==> src/rtl/xor_descrambler.sv <==
// Self-synchronising serial descrambler for 1 + x^-6 + x^-7: one bit per EN, Q/QV registered (1-cycle latency).
// Full throughput, no backpressure; LOCK flags when the history holds WIDTH received bits.
module xor_descrambler #(
  parameter int WIDTH = 7,
  parameter int TAP_A = 6,
  parameter int TAP_B = 7
) (
`ifdef USE_POWER_PINS
  inout  wire  VDD,
  inout  wire  VSS,
`endif
  input  logic CLK,
  input  logic RN,
  input  logic D,
  input  logic EN,
  input  logic CLR,
  input  logic BYP,
  output logic Q,
  output logic QV,
  output logic LOCK
);

  localparam int CW = $clog2(WIDTH + 1);

  generate
    if (TAP_B != WIDTH || TAP_A < 1 || TAP_A >= WIDTH) begin : g_bad_taps
      $error("xor_descrambler: illegal taps TAP_A=%0d TAP_B=%0d WIDTH=%0d", TAP_A, TAP_B, WIDTH);
    end
  endgenerate

  logic [WIDTH-1:0] hist;
  logic [CW-1:0]    cnt;
  logic [CW:0]      cnt_inc;
  logic             fb;

  assign cnt_inc = {1'b0, cnt} + (CW+1)'(1);
  assign fb      = hist[TAP_A-1] ^ hist[TAP_B-1];

  always_ff @(posedge CLK or negedge RN) begin
    if (!RN) begin
      hist <= '0;
      cnt  <= '0;
      Q    <= 1'b0;
      QV   <= 1'b0;
      LOCK <= 1'b0;
    end else if (CLR) begin
      hist <= '0;
      cnt  <= '0;
      Q    <= 1'b0;
      QV   <= 1'b0;
      LOCK <= 1'b0;
    end else if (EN) begin
      Q    <= BYP ? D : (D ^ fb);
      // history always takes the raw line bit so the receiver re-aligns by itself
      hist <= {hist[WIDTH-2:0], D};
      QV   <= 1'b1;
      cnt  <= (cnt == CW'(WIDTH)) ? cnt : cnt + CW'(1);
      LOCK <= (cnt_inc >= (CW+1)'(WIDTH));
    end else begin
      QV   <= 1'b0;
    end
  end

  cnt_saturates: assert property (@(posedge CLK) disable iff (!RN) ({1'b0, cnt} <= (CW+1)'(WIDTH)))
    else $error("xor_descrambler: lock counter exceeded WIDTH");

endmodule

==> config.mk <==
export PLATFORM = sky130hd
export DESIGN_NAME = xor_descrambler
export DESIGN_NICKNAME = d
export VERILOG_FILES = /design/src/rtl/xor_descrambler.sv
export SDC_FILE = /design/constraint.sdc
export NUM_CORES = 1
export LEC_CHECK = 0
export ABC_AREA = 1
export CAP_MARGIN = 10
export CORE_AREA = 4 4 41 43
export DETAILED_ROUTE_END_ITERATION = 8
export DIE_AREA = 0 0 45 47
export GPL_ROUTABILITY_DRIVEN = 0
export GPL_TIMING_DRIVEN = 0
export PLACE_DENSITY_LB_ADDON = 0.1
export RECOVER_POWER = 50
export REMOVE_ABC_BUFFERS = 1
export SLEW_MARGIN = 20
export SYNTH_ARGS = -nofsm -noshare
export SYNTH_HDL_FRONTEND = slang
export SYNTH_SLANG_ARGS = --single-unit
==> constraint.sdc <==
create_clock -name CLK -period 2.4 [get_ports CLK]
set_input_delay 0.6 -clock CLK [delete_from_list [all_inputs] [get_ports CLK]]
set_output_delay 0.6 -clock CLK [all_outputs]
set_load 0.01 [all_outputs]
==> results of run 1 <==
state kept, by name, indices dropped and copies added, names as in the netlist:
name and flops:
hist 7, cnt 3, LOCK 1, Q 1
QV 1
cells by family (layout without fill, tap and decap cells):
family	count (synthesis)	count (layout)	synth area share, %
simple gates	20	20	15.7
compound gates	11	11	11.5
buf+inv	14	25	10.4
flops	13	13	56.5
xor+xnor	1	1	1.52
fa+ha+maj	2	2	4.35
worst paths after layout:
| check | endpoint | slack [ps] | depth (start not counted) |
|---|---|---|---|
| min in group asynchronous | hist[2] | 760 | 1 |
| max | Q | 650 | 1 |
| min | hist[4] | 520 | 2 |
| max reg2reg | cnt[2] | 1140 | 7 |
| min reg2reg | hist[4] | 520 | 2 |
| max in group asynchronous | cnt[1] | 1270 | 1 |
layer usage:
metal | GRT usage [%] | vias up | wire length [um]
met3 | 2.30 | 4 | 38
met4 | 7.02 | 0 | 19
met1 | 15.9 | 183 | 449
li1 | - | 216 | -
met5 | 0 | - | 0
met2 | 14.4 | 6 | 421
synth_stat cells:
master / count
nor2_2: 1
nand2_1: 10
a21oi_1: 2
xor2_1: 1
o21ai_1: 2
inv_2: 1
dfrtp_1: 13
o22ai_1: 6
o21ai_2: 1
buf_6: 1
nor2_1: 4
ha_1: 2
nand2_2: 1
inv_1: 12
nand3_2: 1
nand3_1: 3
worst reg2reg max path: stages, from the launching register on:
cell     delay (ps)
dfrtp_1         400
ha_1            200
ha_1            170
inv_1            50
nand2_1         100
inv_1           100
nand2_1          60
a21oi_1         120
metrics by stage:
stage / instance area (sq um) / power [mW] / worst slack, ps
CTS: 689 / 0.411 / 629
global route: 689 / 0.425 / 582
detailed placement: 663 / 0.277 / 642
global placement: 663 / 0.275 / 633
floorplan: 564 / 0.254 / 1250
finish: 689 / 0.402 / 651
cell type report:
type                    count  area (sq um)  share of cell area [%]
flip-flops and latches     13           325                    47.2
multi-input cells          34           190                    27.6
repair buffers              8          80.1                    11.6
inverters                  13          48.8                    7.08
clock buffers               4          26.3                    3.81
well taps                  15          18.8                    2.72
where the power goes:
part,internal (mW),switching [mW],total [mW]
logic,0.0179,0.0233,0.0412
registers,0.226,0.00339,0.229
clock network,0.0643,0.0670,0.131
total,0.308,0.0937,0.402
cells in the final DEF (no fill, tap or decap), drive strengths merged:
| master | n |
|---|---|
| a21oi | 2 |
| clkbuf | 4 |
| clkdlybuf4s50 | 6 |
| dfrtp | 13 |
| dlygate4sd3 | 2 |
| ha | 2 |
| inv | 13 |
| nand2 | 11 |
| nand3 | 4 |
| nor2 | 5 |
| o21ai | 3 |
| o22ai | 6 |
| xor2 | 1 |
==> summary by stage, run 1 <==
Status
The run finished with clean final reports.

STA
Setup repair after global routing left no endpoint under its margin. The transition time at the pin with the least slew margin is 568 ps. The hold violation count in the final report was 0.

For the final routed database, the setup TNS stands at 0 ps. The final hold slack is 524 ps. The upper clock frequency limit is roughly 570 MHz.

The number of max-slew violations in the final report came to 0. The shortest period the worst path allows is 1750 ps. The share of the clock period used by the worst path is 72.9%. The relative max-transition margin is between 60% and 70%. The post-route clock skew is 2.30 ps.

Setup violations remaining at the end of the flow were counted as 0.

Critical path
The signal arrival time at the worst endpoint is about 1200 ps. The category of the critical setup timing path is register to output pin. In this run the worst setup path begins at Q. The number of buffers and inverters on the critical path is 1. The critical path data required time is 1800 ps.

The largest single stage delay on the critical path is 530 ps. The largest fanout of any net on the critical path is 2. The worst setup path is captured at an output pin. The family with the most delay on the worst path is buffers and inverters. The cell at the slowest stage of the critical path is clkdlybuf4s50_1. The critical path goes through clkdlybuf4s50_1. The launching point of the worst reg2reg path is cnt[0]. The nature of the critical path startpoint is a register.

Place
Once detailed placement completed, the half-perimeter wirelength came to between 600 and 700 um. The count of placed standard cells including taps is 83. Buffers placed on the I/O ports in this run total 8.

Pwr
The static leakage is ~0.34 nW. The maximum resistive drop on vdd is 0.355 mV. Power spread over the standard cell area amounts to approximately 600 nW/um^2.

Die
Once the floorplan was initialized, standard cells occupied 44.2% of the core. In this run the core area contains 13 standard-cell rows. The placeable core area is between 1000 and 1500 sq um.

The area of the die is 2120 sq um. The die is 47 um tall. The die is about 45 um wide.

The number of top-level pins is 9.

CTS
In this run, post-CTS hold repair placed 0 buffers. The clock tree from TritonCTS is done. The worst-skew pair later-pin latency is 270 ps. Clock-pin slew was measured on the worst setup and hold paths at 80 ps. The total clock sinks is 13.

The H-tree depth is 1. Gates resized during post-CTS repair numbered 0. Post-CTS timing repair inserted 0 buffers for setup. In this run the clock root is driven by a clkbuf_4. The number of buffers created by CTS is 3.

The deepest clock path buffer count is 2.

Logic synthesis
The fraction of synthesized cell area taken by the top area cell type is 56.5%. The count of mapped cells out of synthesis is 61. The number of unique standard cell types used by synthesis is 16. The synthesis-stage register bit count is 13. Ranked by total cell area, the synthesized netlist is headed by dfrtp_1 57%, inv_1 7.8%, nand2_1 6.5%. The Yosys warning count is 0. The post-synth design cell area is 576 sq um. The sequential fraction of the synthesis area is 56.5%. Dividing the synthesized area by the synthesized cell count gives roughly 9.4 sq um.

The biggest area contributor in the post-synthesis netlist is dfrtp_1.

Hold path
The startpoint identified for the worst hold timing path is hist[4]. The tightest min-delay check is of the register to register type.

Run
The number of max-capacitance violations reported is 0.

Global route
The number of antenna violations at the first check in global routing is 0. The pin count of the biggest net entering global routing is 14. The via count of the first global-routing pass was 375. The first-pass GRT wire length is 1610 um. Global routing finished with a remaining overflow of 0.

Global routing used 10.9% of the available tracks across all layers.

Routing
The post-route antenna net violation count is 0. The via count of the routed design is 409. The remaining design rule violation count is 0. Dividing the detail-routed wire length by the instance count gives 10.7 um. The routed design has 928 um of wire. The detailed router finished its first iteration with 2 violations. The number of search-and-repair iterations in the first detailed-routing pass is 4. The detail-routed via count per cell is 4.70.

Final layout
Compared with the post-synthesis result, the final layout area differs by 19.8%. Leaving out filler cells and counting taps, the final layout contains 87. The net count of the finished layout is 81. The number of antenna diodes in the final layout is 0. In the final layout, the share of cells above drive strength 1 is 11.1%. After filler insertion, the fill cell instance count of the layout stands at 121.

Cells fill 53.0% of the core in the end.
Power figures use the tool's default switching activity.
==> run 2, diff against run 1 <==
Clock period 2.4 ns to 1.7 ns, I/O delays scaled along.
==> summary by stage, run 2 (synthesis results as in run 1) <==
Final layout
The number of flip-flops under the largest register name is 7 (unchanged). In the final layout, the registers with the most flip-flops are hist (7), cnt (3). From synthesis to final layout, the design area changed by 19.3%. The count of inserted antenna diode cells is 0 (unchanged). The net count of the finished layout is 81 (unchanged). Leaving out fill and tap cells, the most frequent cells in the layout are 13 x dfrtp_1, 12 x inv_1, 11 x nand2_1. The fraction of layout instances using a drive strength above 1 came to 9.72% (-1.4 points). The area occupied by multi-input gates came to 188 sq um (-1.3%).

The number of inserted filler cells in the final layout came to 122 (+0.83%). The storage element area is 325 sq um (unchanged). The library cell used most frequently in the layout, excluding fill and tap cells, is dfrtp_1. The non-filler instance count after layout is 87 (unchanged). The final cell utilization of the core came to 52.8% (-0.19 points). The register ranked first by flip-flop count is hist.

Routing
The violation count after the first detailed-route iteration is 4 (+2). The detailed router used layers up to and including met4. The final wirelength was 931 um (+0.32%). The met1 wire length is 453 um (+0.89%). The remaining design rule violation count came to 0 (unchanged). The via count of the routed design is 404 (-1.2%).

The detail-routed via count per cell is 4.64 (-1.2%). The length of routed met3 wiring is 39 um (+2.6%). The post-route antenna net violation count is 0 (unchanged). The number of search-and-repair iterations in the first detailed-routing pass was 4 (unchanged). The detailed route wirelength on metal2 is 420 um (-0.24%).

The average wire per standard cell is 10.7 um (+0.32%).

CTS
The total clock sinks is 13 (unchanged). TritonCTS built the clock tree. The H-tree depth is 1 (unchanged). The root buffer selected by CTS is clkbuf_4. The deepest clock path buffer count was 2 (unchanged).

The post-CTS setup-driven buffer insertion count came to 0 (unchanged). The clock-pin slew on the worst setup and hold paths was 80 ps (about the same). The number of cells upsized or downsized after cts is 0 (unchanged).

The total of hold buffers inserted after clock tree synthesis is 0 (unchanged). The number of buffers created by CTS is 3 (unchanged). The worst-skew pair later-pin latency is 270 ps (about the same).

Global route
The first-pass GRT wire length is 1610 um (unchanged). The overall routing resource usage is 10.9% (unchanged). The number of antenna violations at the first check in global routing was 0 (unchanged). The pin count of the biggest net entering global routing is 14 (unchanged). The final global-route overflow total is 0 (unchanged). The via count of the first global-routing pass is 375 (unchanged).

Hold path
The path with the worst hold slack has its endpoint at hist[4]. The instance count along the most critical hold path is 2 (unchanged). The worst hold path belongs to the class register to register.

In this run the most critical hold path is launched from hist[4].

Die
The starting utilization of the core area is 44.2% (unchanged). The number of standard-cell rows in the floorplan was 13 (unchanged). The y dimension of the die is 47 um (unchanged). The area of the die is 2120 sq um (unchanged). The number of top-level pins is 9 (unchanged). The die width is 45 um (unchanged). The placeable core area is 1300 sq um (unchanged).

Run
The number of max-capacitance violations reported was 0 (unchanged).

Critical path
The kind of end point of the critical path is an output pin. The count of cells along the worst register-to-register path is 7 (unchanged). The setup path with the least slack is of type register to output pin. Among cell families on the critical path, the largest total delay comes from buffers and inverters. Walking the worst path, the cells encountered are clkdlybuf4s50_1. The largest fanout of any net on the critical path was 2 (unchanged).

The number of buffers and inverters on the critical path was 1 (unchanged). On the critical path, the stage with the largest delay is an instance of clkdlybuf4s50_1. The critical path data required time is 1270 ps (-530 ps). The terminus of the critical flop-to-flop path is cnt[2].

The nature of the critical path startpoint is a register. The launching point of the worst reg2reg path is cnt[0]. The signal arrival time at the worst endpoint came to 1150 ps (about the same). The worst-case register-to-register setup slack is 440 ps (-700 ps). The delay of the slowest critical-path stage is 530 ps (about the same).

STA
The sum of negative setup slack is 0 ps (unchanged). The relative max-transition margin is 61.9% (-0.11 points). Setup repair after global routing left no endpoint under its margin. The number of max-slew violations in the final report is 0 (unchanged). The smallest clock period supported by the final layout is computed as about 1600 ps.

The number of setup violations in the final report was 0 (unchanged). The hold violation count in the final report is 0 (unchanged). After layout, the worst path uses 92.5% of the clock period. The transition time at the pin with the least slew margin was 570 ps (+1.71 ps). The final hold slack was 524 ps (+0.0790 ps).

The post-route clock skew is 2.19 ps (-0.119 ps). Derived from the worst setup path, the maximum achievable clock frequency is 636 MHz.

Place
The count of placed standard cells including taps is 83 (unchanged). The total of buffers placed on input and output ports was 8 (unchanged). The estimated wirelength of the detail-placed design is 699 um (unchanged).

Pwr
The maximum resistive drop on vdd is 0.501 mV (+41%). The static leakage is 0.336 nW (-0.18%). The power per standard cell area is 825 nW/um^2 (+42%).

Status
The flow ran to the end, and the final reports show no timing, DRC or antenna violations.
run 2: cell types whose count changed in the layout (fill, tap and decap cells not counted), sizes merged:
cell / change
clkdlybuf4s50: +1
dlygate4sd3: -1
run 2: per-layer routing:
| metal | up-vias | GRT usage [%] |
|---|---|---|
| li1 | 216 | - |
| met1 | 178 | 15.9 |
| met2 | 6 | 14.4 |
| met3 | 4 | 2.30 |
| met4 | 0 | 7.02 |
| met5 | - | 0 |
run 2: how the worst max path moves through the flow:
stage,startpoint,end,slack [ps],depth (start not counted)
CTS,Q,Q,100,1
floorplan,cnt[0],cnt[1],550,7
detailed placement,CLR,Q,120,6
global placement,CLR,Q,110,6
global route,Q,Q,60,1
finish,Q,Q,130,1
run 2: metrics by stage:
| stage | power (mW) | setup slack (ps) | instance area (sq um) |
|---|---|---|---|
| 3_3_place_gp | 0.389 | 108 | 663 |
| 3_5_place_dp | 0.391 | 117 | 663 |
| 5_1_grt | 0.600 | 56.9 | 687 |
| 4_1_cts | 0.581 | 104 | 689 |
| 6_report | 0.567 | 127 | 687 |
| 2_1_floorplan | 0.359 | 554 | 564 |
run 2: area by class of cell:
class	count	share of cell area, %
Multi-Input combinational cell	34	27.3
Timing Repair Buffer	8	11.7
Inverter	13	7.10
Clock buffer	4	3.83
Tap cell	15	2.73
Sequential cell	13	47.4
run 2: where the power goes:
| group | switching (mW) | internal, mW |
|---|---|---|
| clock | 0.0945 | 0.0908 |
| combinational | 0.0325 | 0.0256 |
| sequential | 0.00479 | 0.319 |
| total | 0.132 | 0.435 |
